[config.mk]
export PLATFORM = sky130hd
export DESIGN_NAME = csr_unit_mx
export DESIGN_NICKNAME = d
export VERILOG_FILES = /design/src/rtl/csr_pkg.sv /design/src/rtl/csr_irq_arb.sv /design/src/rtl/csr_unit_mx.sv
export SDC_FILE = /design/constraint.sdc
export NUM_CORES = 1
export LEC_CHECK = 0
export ABC_AREA = 1
export CAP_MARGIN = 20
export CELL_PAD_IN_SITES_DETAIL_PLACEMENT = 0
export CELL_PAD_IN_SITES_GLOBAL_PLACEMENT = 2
export CORE_MARGIN = 2
export CORE_UTILIZATION = 34
export CTS_CLUSTER_SIZE = 25
export DETAILED_ROUTE_END_ITERATION = 8
export PLACE_DENSITY_LB_ADDON = 0.1
export SLEW_MARGIN = 0
export SYNTH_ARGS = -nofsm -noshare
export SYNTH_HDL_FRONTEND = slang
export SYNTH_SLANG_ARGS = --single-unit
export TNS_END_PERCENT = 20
[constraint.sdc]
create_clock -name clk -period 8.49 [get_ports clk]
set_input_delay 1.698 -clock clk [delete_from_list [all_inputs] [get_ports clk]]
set_output_delay 1.698 -clock clk [all_outputs]
set_load 0.005 [all_outputs]
[src/rtl/csr_pkg.sv]
// rtl/csr_pkg.sv - CSR addresses, op encodings, cause codes and mstatus bit positions
package csr_pkg;

  localparam logic [11:0] CSR_MSTATUS       = 12'h300;
  localparam logic [11:0] CSR_MISA          = 12'h301;
  localparam logic [11:0] CSR_MIE           = 12'h304;
  localparam logic [11:0] CSR_MTVEC         = 12'h305;
  localparam logic [11:0] CSR_MSTATUSH      = 12'h310;
  localparam logic [11:0] CSR_MCOUNTINHIBIT = 12'h320;
  localparam logic [11:0] CSR_MSCRATCH      = 12'h340;
  localparam logic [11:0] CSR_MEPC          = 12'h341;
  localparam logic [11:0] CSR_MCAUSE        = 12'h342;
  localparam logic [11:0] CSR_MTVAL         = 12'h343;
  localparam logic [11:0] CSR_MIP           = 12'h344;
  localparam logic [11:0] CSR_MCYCLE        = 12'hB00;
  localparam logic [11:0] CSR_MINSTRET      = 12'hB02;
  localparam logic [11:0] CSR_MCYCLEH       = 12'hB80;
  localparam logic [11:0] CSR_MINSTRETH     = 12'hB82;
  localparam logic [11:0] CSR_CYCLE         = 12'hC00;
  localparam logic [11:0] CSR_INSTRET       = 12'hC02;
  localparam logic [11:0] CSR_CYCLEH        = 12'hC80;
  localparam logic [11:0] CSR_INSTRETH      = 12'hC82;
  localparam logic [11:0] CSR_MHARTID       = 12'hF14;

  typedef enum logic [1:0] {
    CSR_OP_NONE = 2'b00,
    CSR_OP_RW   = 2'b01,
    CSR_OP_RS   = 2'b10,
    CSR_OP_RC   = 2'b11
  } csr_op_e;

  localparam logic [4:0] IRQ_CAUSE_MSI = 5'd3;
  localparam logic [4:0] IRQ_CAUSE_MTI = 5'd7;
  localparam logic [4:0] IRQ_CAUSE_MEI = 5'd11;
  localparam int IRQ_LOCAL_BASE = 16;

  localparam int MSTATUS_MIE  = 3;
  localparam int MSTATUS_MPIE = 7;

  // Addresses 0xC00-0xFFF are read-only by encoding; misa is read-only here too.
  function automatic logic csr_is_ro(input logic [11:0] adr);
    return (adr[11:10] == 2'b11) || (adr == CSR_MISA);
  endfunction

endpackage

[src/rtl/csr_irq_arb.sv]
// rtl/csr_irq_arb.sv - fixed-priority interrupt arbiter: MEI > MSI > MTI > local (highest index first)
module csr_irq_arb
  import csr_pkg::*;
#(
  parameter int NUM_LOCAL_IRQ = 4
) (
  input  logic                     i_gie,
  input  logic                     i_mei,
  input  logic                     i_msi,
  input  logic                     i_mti,
  input  logic [NUM_LOCAL_IRQ-1:0] i_local,
  output logic                     o_irq_req,
  output logic [4:0]               o_irq_cause
);

  // Later assignments override earlier ones, so lowest priority is evaluated first.
  always_comb begin
    o_irq_cause = '0;
    for (int i = 0; i < NUM_LOCAL_IRQ; i++) begin
      if (i_local[i]) o_irq_cause = 5'(IRQ_LOCAL_BASE + i);
    end
    if (i_mti) o_irq_cause = IRQ_CAUSE_MTI;
    if (i_msi) o_irq_cause = IRQ_CAUSE_MSI;
    if (i_mei) o_irq_cause = IRQ_CAUSE_MEI;
  end

  assign o_irq_req = i_gie && (i_mei || i_msi || i_mti || (|i_local));

endmodule

[src/rtl/csr_unit_mx.sv]
// rtl/csr_unit_mx.sv - machine-mode CSR unit: Zicsr ops, trap stacking, counters, irq/vector logic
module csr_unit_mx
  import csr_pkg::*;
#(
  parameter int          NUM_LOCAL_IRQ = 4,
  parameter int          CNT_WIDTH     = 64,
  parameter bit          VECTORED_EN   = 1'b1,
  parameter logic [31:0] MISA_VALUE    = 32'h4000_0100,
  parameter logic [31:0] MTVEC_RESET   = 32'h0000_0000
) (
  input  logic                     clk,
  input  logic                     rst_n,
  input  logic                     i_csr_valid,
  input  logic [11:0]              i_csr_adr,
  input  logic [2:0]               i_csr_op,
  input  logic [4:0]               i_csr_uimm,
  input  logic [31:0]              i_csr_wsrc,
  output logic [31:0]              o_csr_rdata,
  output logic                     o_csr_illegal,
  input  logic                     i_exc_take,
  input  logic [3:0]               i_exc_cause,
  input  logic [31:0]              i_exc_tval,
  input  logic                     i_irq_take,
  input  logic [29:0]              i_trap_pc,
  input  logic                     i_mret,
  input  logic                     i_instret,
  input  logic                     i_ext_irq,
  input  logic                     i_sw_irq,
  input  logic                     i_tmr_irq,
  input  logic [NUM_LOCAL_IRQ-1:0] i_local_irq,
  output logic                     o_irq_req,
  output logic [4:0]               o_irq_cause,
  output logic [29:0]              o_trap_vector,
  output logic [29:0]              o_mepc_out
);

  localparam logic [31:0] MIE_MASK =
    32'h0000_0888 | 32'(((64'd1 << NUM_LOCAL_IRQ) - 64'd1) << IRQ_LOCAL_BASE);

  logic                 r_mstatus_mie, r_mstatus_mpie;
  logic [31:0]          r_mie, r_mtvec, r_mscratch, r_mcause, r_mtval, r_rdata;
  logic [29:0]          r_mepc;
  logic                 r_cy, r_ir;
  logic [CNT_WIDTH-1:0] r_mcycle, r_minstret;

  logic [31:0] w_mip, w_old, w_src, w_wdata;
  logic        w_known, w_wr, w_ill, w_we;
  csr_op_e     w_op;

  always_comb begin
    w_mip = '0;
    w_mip[11] = i_ext_irq;
    w_mip[7]  = i_tmr_irq;
    w_mip[3]  = i_sw_irq;
    w_mip[IRQ_LOCAL_BASE +: NUM_LOCAL_IRQ] = i_local_irq;
  end

  always_comb begin
    w_old   = '0;
    w_known = 1'b1;
    case (i_csr_adr)
      CSR_MSTATUS: begin
        w_old[12:11]        = 2'b11;
        w_old[MSTATUS_MPIE] = r_mstatus_mpie;
        w_old[MSTATUS_MIE]  = r_mstatus_mie;
      end
      CSR_MISA:                  w_old = MISA_VALUE;
      CSR_MIE:                   w_old = r_mie;
      CSR_MTVEC:                 w_old = r_mtvec;
      CSR_MSTATUSH, CSR_MHARTID: w_old = '0;
      CSR_MCOUNTINHIBIT: begin
        w_old[0] = r_cy;
        w_old[2] = r_ir;
      end
      CSR_MSCRATCH:                w_old = r_mscratch;
      CSR_MEPC:                    w_old = {r_mepc, 2'b00};
      CSR_MCAUSE:                  w_old = r_mcause;
      CSR_MTVAL:                   w_old = r_mtval;
      CSR_MIP:                     w_old = w_mip;
      CSR_MCYCLE, CSR_CYCLE:       w_old = r_mcycle[31:0];
      CSR_MCYCLEH, CSR_CYCLEH:     w_old = 32'(r_mcycle[CNT_WIDTH-1:32]);
      CSR_MINSTRET, CSR_INSTRET:   w_old = r_minstret[31:0];
      CSR_MINSTRETH, CSR_INSTRETH: w_old = 32'(r_minstret[CNT_WIDTH-1:32]);
      default:                     w_known = 1'b0;
    endcase
  end

  assign w_op  = csr_op_e'(i_csr_op[1:0]);
  assign w_src = i_csr_op[2] ? {27'b0, i_csr_uimm} : i_csr_wsrc;

  always_comb begin
    case (w_op)
      CSR_OP_RS: w_wdata = w_old | w_src;
      CSR_OP_RC: w_wdata = w_old & ~w_src;
      default:   w_wdata = w_src;
    endcase
  end

  // Set/clear with a zero source is a pure read, so it may target read-only CSRs.
  assign w_wr  = i_csr_valid && ((w_op == CSR_OP_RW) || ((w_op != CSR_OP_NONE) && (w_src != '0)));
  assign w_ill = i_csr_valid && (!w_known || (w_wr && csr_is_ro(i_csr_adr)));
  assign w_we  = w_wr && !w_ill && !i_exc_take && !i_irq_take && !i_mret;

  assign o_csr_illegal = w_ill;
  assign o_csr_rdata   = r_rdata;
  assign o_mepc_out    = r_mepc;

  csr_irq_arb #(.NUM_LOCAL_IRQ(NUM_LOCAL_IRQ)) u_irq_arb (
    .i_gie       (r_mstatus_mie),
    .i_mei       (i_ext_irq & r_mie[11]),
    .i_msi       (i_sw_irq & r_mie[3]),
    .i_mti       (i_tmr_irq & r_mie[7]),
    .i_local     (i_local_irq & r_mie[IRQ_LOCAL_BASE +: NUM_LOCAL_IRQ]),
    .o_irq_req   (o_irq_req),
    .o_irq_cause (o_irq_cause)
  );

  assign o_trap_vector = (!i_exc_take && (r_mtvec[1:0] == 2'b01))
                       ? r_mtvec[31:2] + 30'(o_irq_cause) : r_mtvec[31:2];

  always_ff @(posedge clk or negedge rst_n) begin
    if (!rst_n) begin
      r_mstatus_mie  <= 1'b0;
      r_mstatus_mpie <= 1'b0;
      r_mie          <= '0;
      r_mtvec        <= MTVEC_RESET;
      r_mscratch     <= '0;
      r_mepc         <= '0;
      r_mcause       <= '0;
      r_mtval        <= '0;
      r_cy           <= 1'b0;
      r_ir           <= 1'b0;
      r_rdata        <= '0;
    end else begin
      if (i_csr_valid) r_rdata <= w_old;
      if (i_exc_take || i_irq_take) begin
        r_mepc         <= i_trap_pc;
        r_mcause       <= i_exc_take ? {28'b0, i_exc_cause} : {1'b1, 26'b0, o_irq_cause};
        r_mtval        <= i_exc_take ? i_exc_tval : '0;
        r_mstatus_mpie <= r_mstatus_mie;
        r_mstatus_mie  <= 1'b0;
      end else if (i_mret) begin
        r_mstatus_mie  <= r_mstatus_mpie;
        r_mstatus_mpie <= 1'b1;
      end else if (w_we) begin
        case (i_csr_adr)
          CSR_MSTATUS: begin
            r_mstatus_mie  <= w_wdata[MSTATUS_MIE];
            r_mstatus_mpie <= w_wdata[MSTATUS_MPIE];
          end
          CSR_MIE:   r_mie <= w_wdata & MIE_MASK;
          CSR_MTVEC: r_mtvec <= {w_wdata[31:2],
                                 (VECTORED_EN && (w_wdata[1:0] == 2'b01)) ? 2'b01 : 2'b00};
          CSR_MCOUNTINHIBIT: begin
            r_cy <= w_wdata[0];
            r_ir <= w_wdata[2];
          end
          CSR_MSCRATCH: r_mscratch <= w_wdata;
          CSR_MEPC:     r_mepc <= w_wdata[31:2];
          CSR_MCAUSE:   r_mcause <= w_wdata;
          CSR_MTVAL:    r_mtval <= w_wdata;
          default: ;
        endcase
      end
    end
  end

  // A write to either half of a counter suppresses that counter's increment.
  always_ff @(posedge clk or negedge rst_n) begin
    if (!rst_n) begin
      r_mcycle   <= '0;
      r_minstret <= '0;
    end else begin
      if (w_we && (i_csr_adr == CSR_MCYCLE))
        r_mcycle[31:0] <= w_wdata;
      else if (w_we && (i_csr_adr == CSR_MCYCLEH))
        r_mcycle[CNT_WIDTH-1:32] <= w_wdata[CNT_WIDTH-33:0];
      else if (!r_cy)
        r_mcycle <= r_mcycle + CNT_WIDTH'(1);

      if (w_we && (i_csr_adr == CSR_MINSTRET))
        r_minstret[31:0] <= w_wdata;
      else if (w_we && (i_csr_adr == CSR_MINSTRETH))
        r_minstret[CNT_WIDTH-1:32] <= w_wdata[CNT_WIDTH-33:0];
      else if (i_instret && !r_ir)
        r_minstret <= r_minstret + CNT_WIDTH'(1);
    end
  end

endmodule
; ---- After elaboration in Yosys (flattened, before gate mapping)
; Index checks and enable logic that the tools add are counted.
[word_totals]
reg_bits = 329
output_inout_bits = 99
[op_classes]
add_sub_neg = 3
n_eq_ne = 31
n_mux = 51
bitwise = 11
n_reduce_logical = 56
[op_table]
columns = operator, count
row1 = $mux W32, 17
row2 = $pmux W19 S12, 1
row3 = $mux W30, 5
row4 = $eq A12 B10 Y1 const B, 11
row5 = $add A64 B1 Y64 const B, 2
row6 = $mux W64, 2
row7 = $eq A12 B12 Y1 const B, 9
row8 = $pmux W32 S2, 1
row9 = $mux W5, 7
row10 = $and A32 B32 Y32, 1
row11 = $not A32 Y32, 1
row12 = $or A32 B32 Y32, 1
row13 = $reduce_bool A32 Y1, 1
row14 = $add A30 B5 Y30, 1
row15 = $pmux W3 S10, 1
row16 = $pmux W3 S9, 1
row17 = $pmux W1 S12, 2
row18 = $pmux W2 S12, 1
row19 = $reduce_or A20 Y1, 1
row20 = $reduce_and A4 Y1, 4
row21 = $logic_and A1 B1 Y1, 15
row22 = $reduce_bool A2 Y1, 7
row23 = $mux W1, 10
row24 = $pmux W1 S10, 1
row25 = other kinds (16), 49

; ---- Depth between registers and ports, before layout
[depth]
depth_word = 16
depth_mapped = 19

; ---- By module
; Synthesis repeated with hierarchy kept, for this count alone.
[unflattened]
hier_cells = 3701
hier_area_um2 = 23162.2
[modules_own_cells]
columns = mod, instances, cells_per_inst, area_per_inst_um2
row1 = csr_unit_mx, 1, 3683, 23080.9
row2 = csr_irq_arb, 1, 18, 81.3

; ---- Least setup slack after synthesis
; Ideal clock, no wire load.
[synth_timing]
path_type = input -> output
startpoint = in i_ext_irq
endpoint = out o_trap_vector[25]
arrival_ps = 3822
path_slack_ps = 2970
path_stages = 16
n_path_buf = 0
cell_sequence = nand2_1 > nand2_1 > nor2_1 > nand3_1 > ha_1 > nand3_1 > nand2_1 > nand2_1 > nand2_1 > a21oi_1 > nor2_1 > nand4_1 > nor2_1 > nand2_1 > nor3_1 > xor2_1
[synth_via]
elab_chain_len = 4
[synth_rtl]
columns = item, line
row1 = "start, declared", csr_unit_mx.sv:27  ; input logic i_ext_irq,
row2 = $and A1 B1 Y1, csr_unit_mx.sv:110  ; .i_mei (i_ext_irq & r_mie[11]),
row3 = $mux W5, csr_irq_arb.sv:24  ; if (i_mei) o_irq_cause = IRQ_CAUSE_MEI;
row4 = net o_irq_cause[1], csr_unit_mx.sv:32  ; output logic [4:0] o_irq_cause,
row5 = $add A30 B5 Y30, csr_unit_mx.sv:119  ; ? r_mtvec[31:2] + 30'(o_irq_cause) : r_mtvec[31:2];
row6 = $mux W30, csr_unit_mx.sv:119
row7 = "end, declared", csr_unit_mx.sv:33  ; output logic [29:0] o_trap_vector,
; The timed path passes the listed nets, and every way through them passes these cells.

; ---- Worst setup path after layout
[layout_timing]
startpoint = in i_ext_irq
endpoint = out o_trap_vector[25]
[layout_via]
elab_chain_len = 4
[layout_rtl]
columns = item, line
row1 = $and A1 B1 Y1, csr_unit_mx.sv:110
row2 = $mux W5, csr_irq_arb.sv:24
row3 = $add A30 B5 Y30, csr_unit_mx.sv:119
row4 = $mux W30, csr_unit_mx.sv:119
; Every way passes these cells.

==> results.md <==
- Final period util: 82.1%
- # DRC: 0
- Yosys top cell area share: 35.9%
- CTS tree: yes
- Clk pwr share: 46.8%
- DIE AREA: 69400 sq um
- CP Depth: 18
- Synth cell count leaders: nand2_1 (1198), nor2_1 (368), nand3_1 (358)
- RR Endpoint: r_mtval[18]
- Fill count: 7246
- Initial Utilization: 34.2%
- Final Max Slew Viols: 0
- Async SR Flop Fraction: 100%
- Top delay family on crit path: simple AND/OR/NAND/NOR gates
- Lkg Pwr: 13.0 nW
- Unrepaired setup endpoints after global routing: no
- Clock root buffer: clkbuf_16
- Clock Path Buffers: 3
- Met1 GRT Util: 51.3%
- Routability cong.: 1.03
- Internal power: 2.94 mW
- DR vias: 26176
- Element type at the critical path end: output port
- Max IR drop VDD: 0.126 mV
- Htree depth: 2
- P&R area growth vs syn: 20.8%
- # clock sinks: 328
- Fin. Hold Viols: 0
- R2R Setup Slk: 4490 ps
- Grt ovf: 0
- Flop pwr share: 40.4%
- Worst slew pin tran: 1160 ps
- Post-CTS sizing: 0
- Yosys reg bits: 328
- CP startpoint kind: primary input
- Most used cell, CP: nand2_1
- Worst setup path start: i_ext_irq
- CP max stage delay: 530 ps
- Max stage delay cell, worst path: clkdlybuf4s50_1
- Number of flops mapped to enable cells by yosys: 0
- Synth Flop Type: dfrtp_1
- PwrDens: 151 nW/um^2
- Worst r2r src: r_mcycle[50]
- CTS Hold Bufs: 0
- Pre-antenna DRT Iters: 6
- Synthesized net count: 3699
- Max-cap viol count: 0
- Worst slew margin: 23.0%
- Synth area leader: dfrtp_1
- Buf+Inv Stages, Crit Path: 2
- Fin nets: 3871
- Post-route ant nets: 0
- # rows: 95
- Critical Path AT: 5270 ps
- R2R cell count: 10
- Setup_tns: 0 ps
- Clock Latency Late Sink: 610 ps
- Port bufs: 230
- Initial antenna violation count: 9
- WL per Instance: 28.4 um
- Cell with the most instances after synthesis: nand2_1
- F_max: 143 MHz
- Yosys warnings: 0
- Synth area leaders: dfrtp_1 (36%), nand2_1 (20%), nand3_1 (7.8%)
- Die extent in y: 263 um
- Drt via density: 5.64
- Drt total wl: 132000 um
- WS Path Type: in2out
- Largest net degree at the start of global routing: 148
- Met3 GRT Util: 9.28%
- Clock slew at reported path FFs: 60 ps
- Critical Path, Cell by Cell: clkdlybuf4s50_1, nand2_1, nand2_1, nor2_1, nand3_1, ha_1, nand3_1, nand2_1, nand2_1, nand2_1, a21oi_1, nor2_1, nand4_1, nor2_1, nand2_1, nor3_1, xor2_1, clkdlybuf4s50_1
- Gr usage total: 37.1%
- Die width: 263 um
- # setup viols final: 0
- Mapped Cells: 3559
- Ratio of cells with drive above 1 in the final layout: 5.21%
- Combinational Power Share: 12.8%
- Syn_area_per_cell: 6.43 sq um
- Post-detail-place hpwl: 100000 um
- Worst setup endpoint: o_trap_vector[25]
- Outcome: finished, final reports clean
- Num CTS Buffers: 43
- Post-CTS Repair Setup Buffers: 0
- Met2 usage: 54.1%
- Sequential area share after synthesis: 35.9%
- Netlist cell types: 38
- DR iter-0 viols: 3611
- Total chip power: 4.18 mW
- IO Pins: 231
- Synth Cell Area: 22900 sq um
- First-pass GRT wire length: 184000 um
- HP Class: reg2reg
- Vias in the first global route: 24315
- Sw frac: 29.6%
- Sw Pwr: 1.24 mW
- Layout Utilization: 41.3%
- Core ar.: 66900 sq um
- Crit path max fanout: 4
- Worst path required time: 6790 ps
- Final Skew: 34.7 ps
- Final worst path period need: 6970 ps
- Gr busiest metal: met2
sequential cells by signal (all words and copies together), names as in the netlist:
register	flops
r_mcycle	64
r_minstret	64
o_csr_rdata	32
r_mcause	32
r_mscratch	32
r_mtval	32
r_mtvec	31
o_mepc_out	30
r_mie	7
r_cy	1
r_ir	1
r_mstatus_mie	1
r_mstatus_mpie	1
layout make-up:
class,count,area [sq um],share of cell area (%)
Antenna cell,7,17.5,0.0633
Clock buffer,61,1240,4.50
Clock inverter,16,199,0.719
Inverter,331,1240,4.49
Multi-Input combinational cell,2727,12800,46.1
Sequential cell,328,8210,29.7
Tap cell,873,1090,3.95
Timing Repair Buffer,300,2900,10.5
logic make-up (layout without fill, tap and decap cells):
logic type                 count (synthesis)  count (layout)  synth area share, %
muxes                                      2               2               0.0874
xor gates and xnor gates                 144             144                 5.51
adders and majority gates                  8               8                0.470
buffers and inverters                    504             708                 8.75
AOI/OAI and AO/OA                        346             346                 7.71
other                                      0               7                    0
DFF                                      328             328                 35.9
and+or+nand+nor                         2227            2227                 41.6
worst min-delay path: cells and delay by family, from the launching register on:
family	cells	cell delay [ps]
and+or+nand+nor	2	110
DFF	1	340
power groups by stage:
stage / sequential, mW / combinational [mW] / clock (mW)
after floorplan: 1.69 / 0.209 / 0
final: 1.69 / 0.537 / 1.96
after global placement: 1.71 / 0.519 / 0
after global routing: 1.69 / 0.569 / 2.03
after detailed placement: 1.71 / 0.523 / 0
after CTS: 1.69 / 0.526 / 1.96
placed cells by master, fill, tap and decap left out, types with 2 or more instances in the layout:
cell type | netlist | routed
nand2_1 | 1198 | 1196
nor2_1 | 368 | 365
nand3_1 | 358 | 357
dfrtp_1 | 328 | 328
inv_1 | 315 | 315
clkdlybuf4s50_1 | 0 | 228
nand4_1 | 182 | 182
o21ai_0 | 163 | 163
xor2_1 | 119 | 119
o21ai_1 | 107 | 107
nor3_1 | 66 | 65
buf_4 | 4 | 64
a21oi_1 | 60 | 51
clkbuf_16 | 0 | 43
xnor2_1 | 25 | 25
nor4_1 | 24 | 24
inv_2 | 16 | 16
a31oi_1 | 13 | 13
clkbuf_8 | 0 | 10
nand2_2 | 7 | 9
nor2_2 | 7 | 9
a21oi_2 | 0 | 9
clkbuf_1 | 88 | 8
diode_2 | 0 | 7
ha_1 | 7 | 7
clkinv_2 | 0 | 6
nand3_2 | 3 | 4
nand3b_1 | 4 | 4
bufinv_16 | 0 | 4
nor2_4 | 2 | 3
inv_6 | 0 | 3
clkinvlp_4 | 0 | 3
nor3b_1 | 2 | 2
mux2i_1 | 2 | 2
buf_8 | 0 | 2
buf_12 | 0 | 2
buf_16 | 0 | 2
per-stage QoR:
| stage | instance area, sq um | setup WS, ps | hold slack, ps | instances |
|---|---|---|---|---|
| 2_1_floorplan | 22900 | 2970 | 442 | 3559 |
| 3_3_place_gp | 26100 | 1660 | 453 | 4554 |
| 3_5_place_dp | 26100 | 1550 | 459 | 4556 |
| 4_1_cts | 27600 | 1550 | 474 | 4633 |
| 5_1_grt | 27600 | 1170 | 493 | 4636 |
| 6_report | 27700 | 1520 | 475 | 4643 |
layer usage:
metal | wire length, um | share of wire [%]
met2 | 55600 | 42
met4 | 6590 | 5.0
met5 | 111 | 0.084
met3 | 13400 | 10
met1 | 56000 | 43
worst min path at each step:
stage / start / end / slack [ps] / cells after the start
after floorplan: r_mtval[1] / r_mtval[1] / 440 / 2
after global placement: r_mcause[14] / r_mcause[14] / 450 / 2
after detailed placement: r_mcause[26] / r_mcause[26] / 460 / 2
after CTS: r_mcause[26] / r_mcause[26] / 470 / 2
after global routing: r_mcause[12] / r_mcause[12] / 490 / 2
final: r_mcause[26] / r_mcause[26] / 470 / 2
No activity file was read; power rests on OpenSTA's default activity.
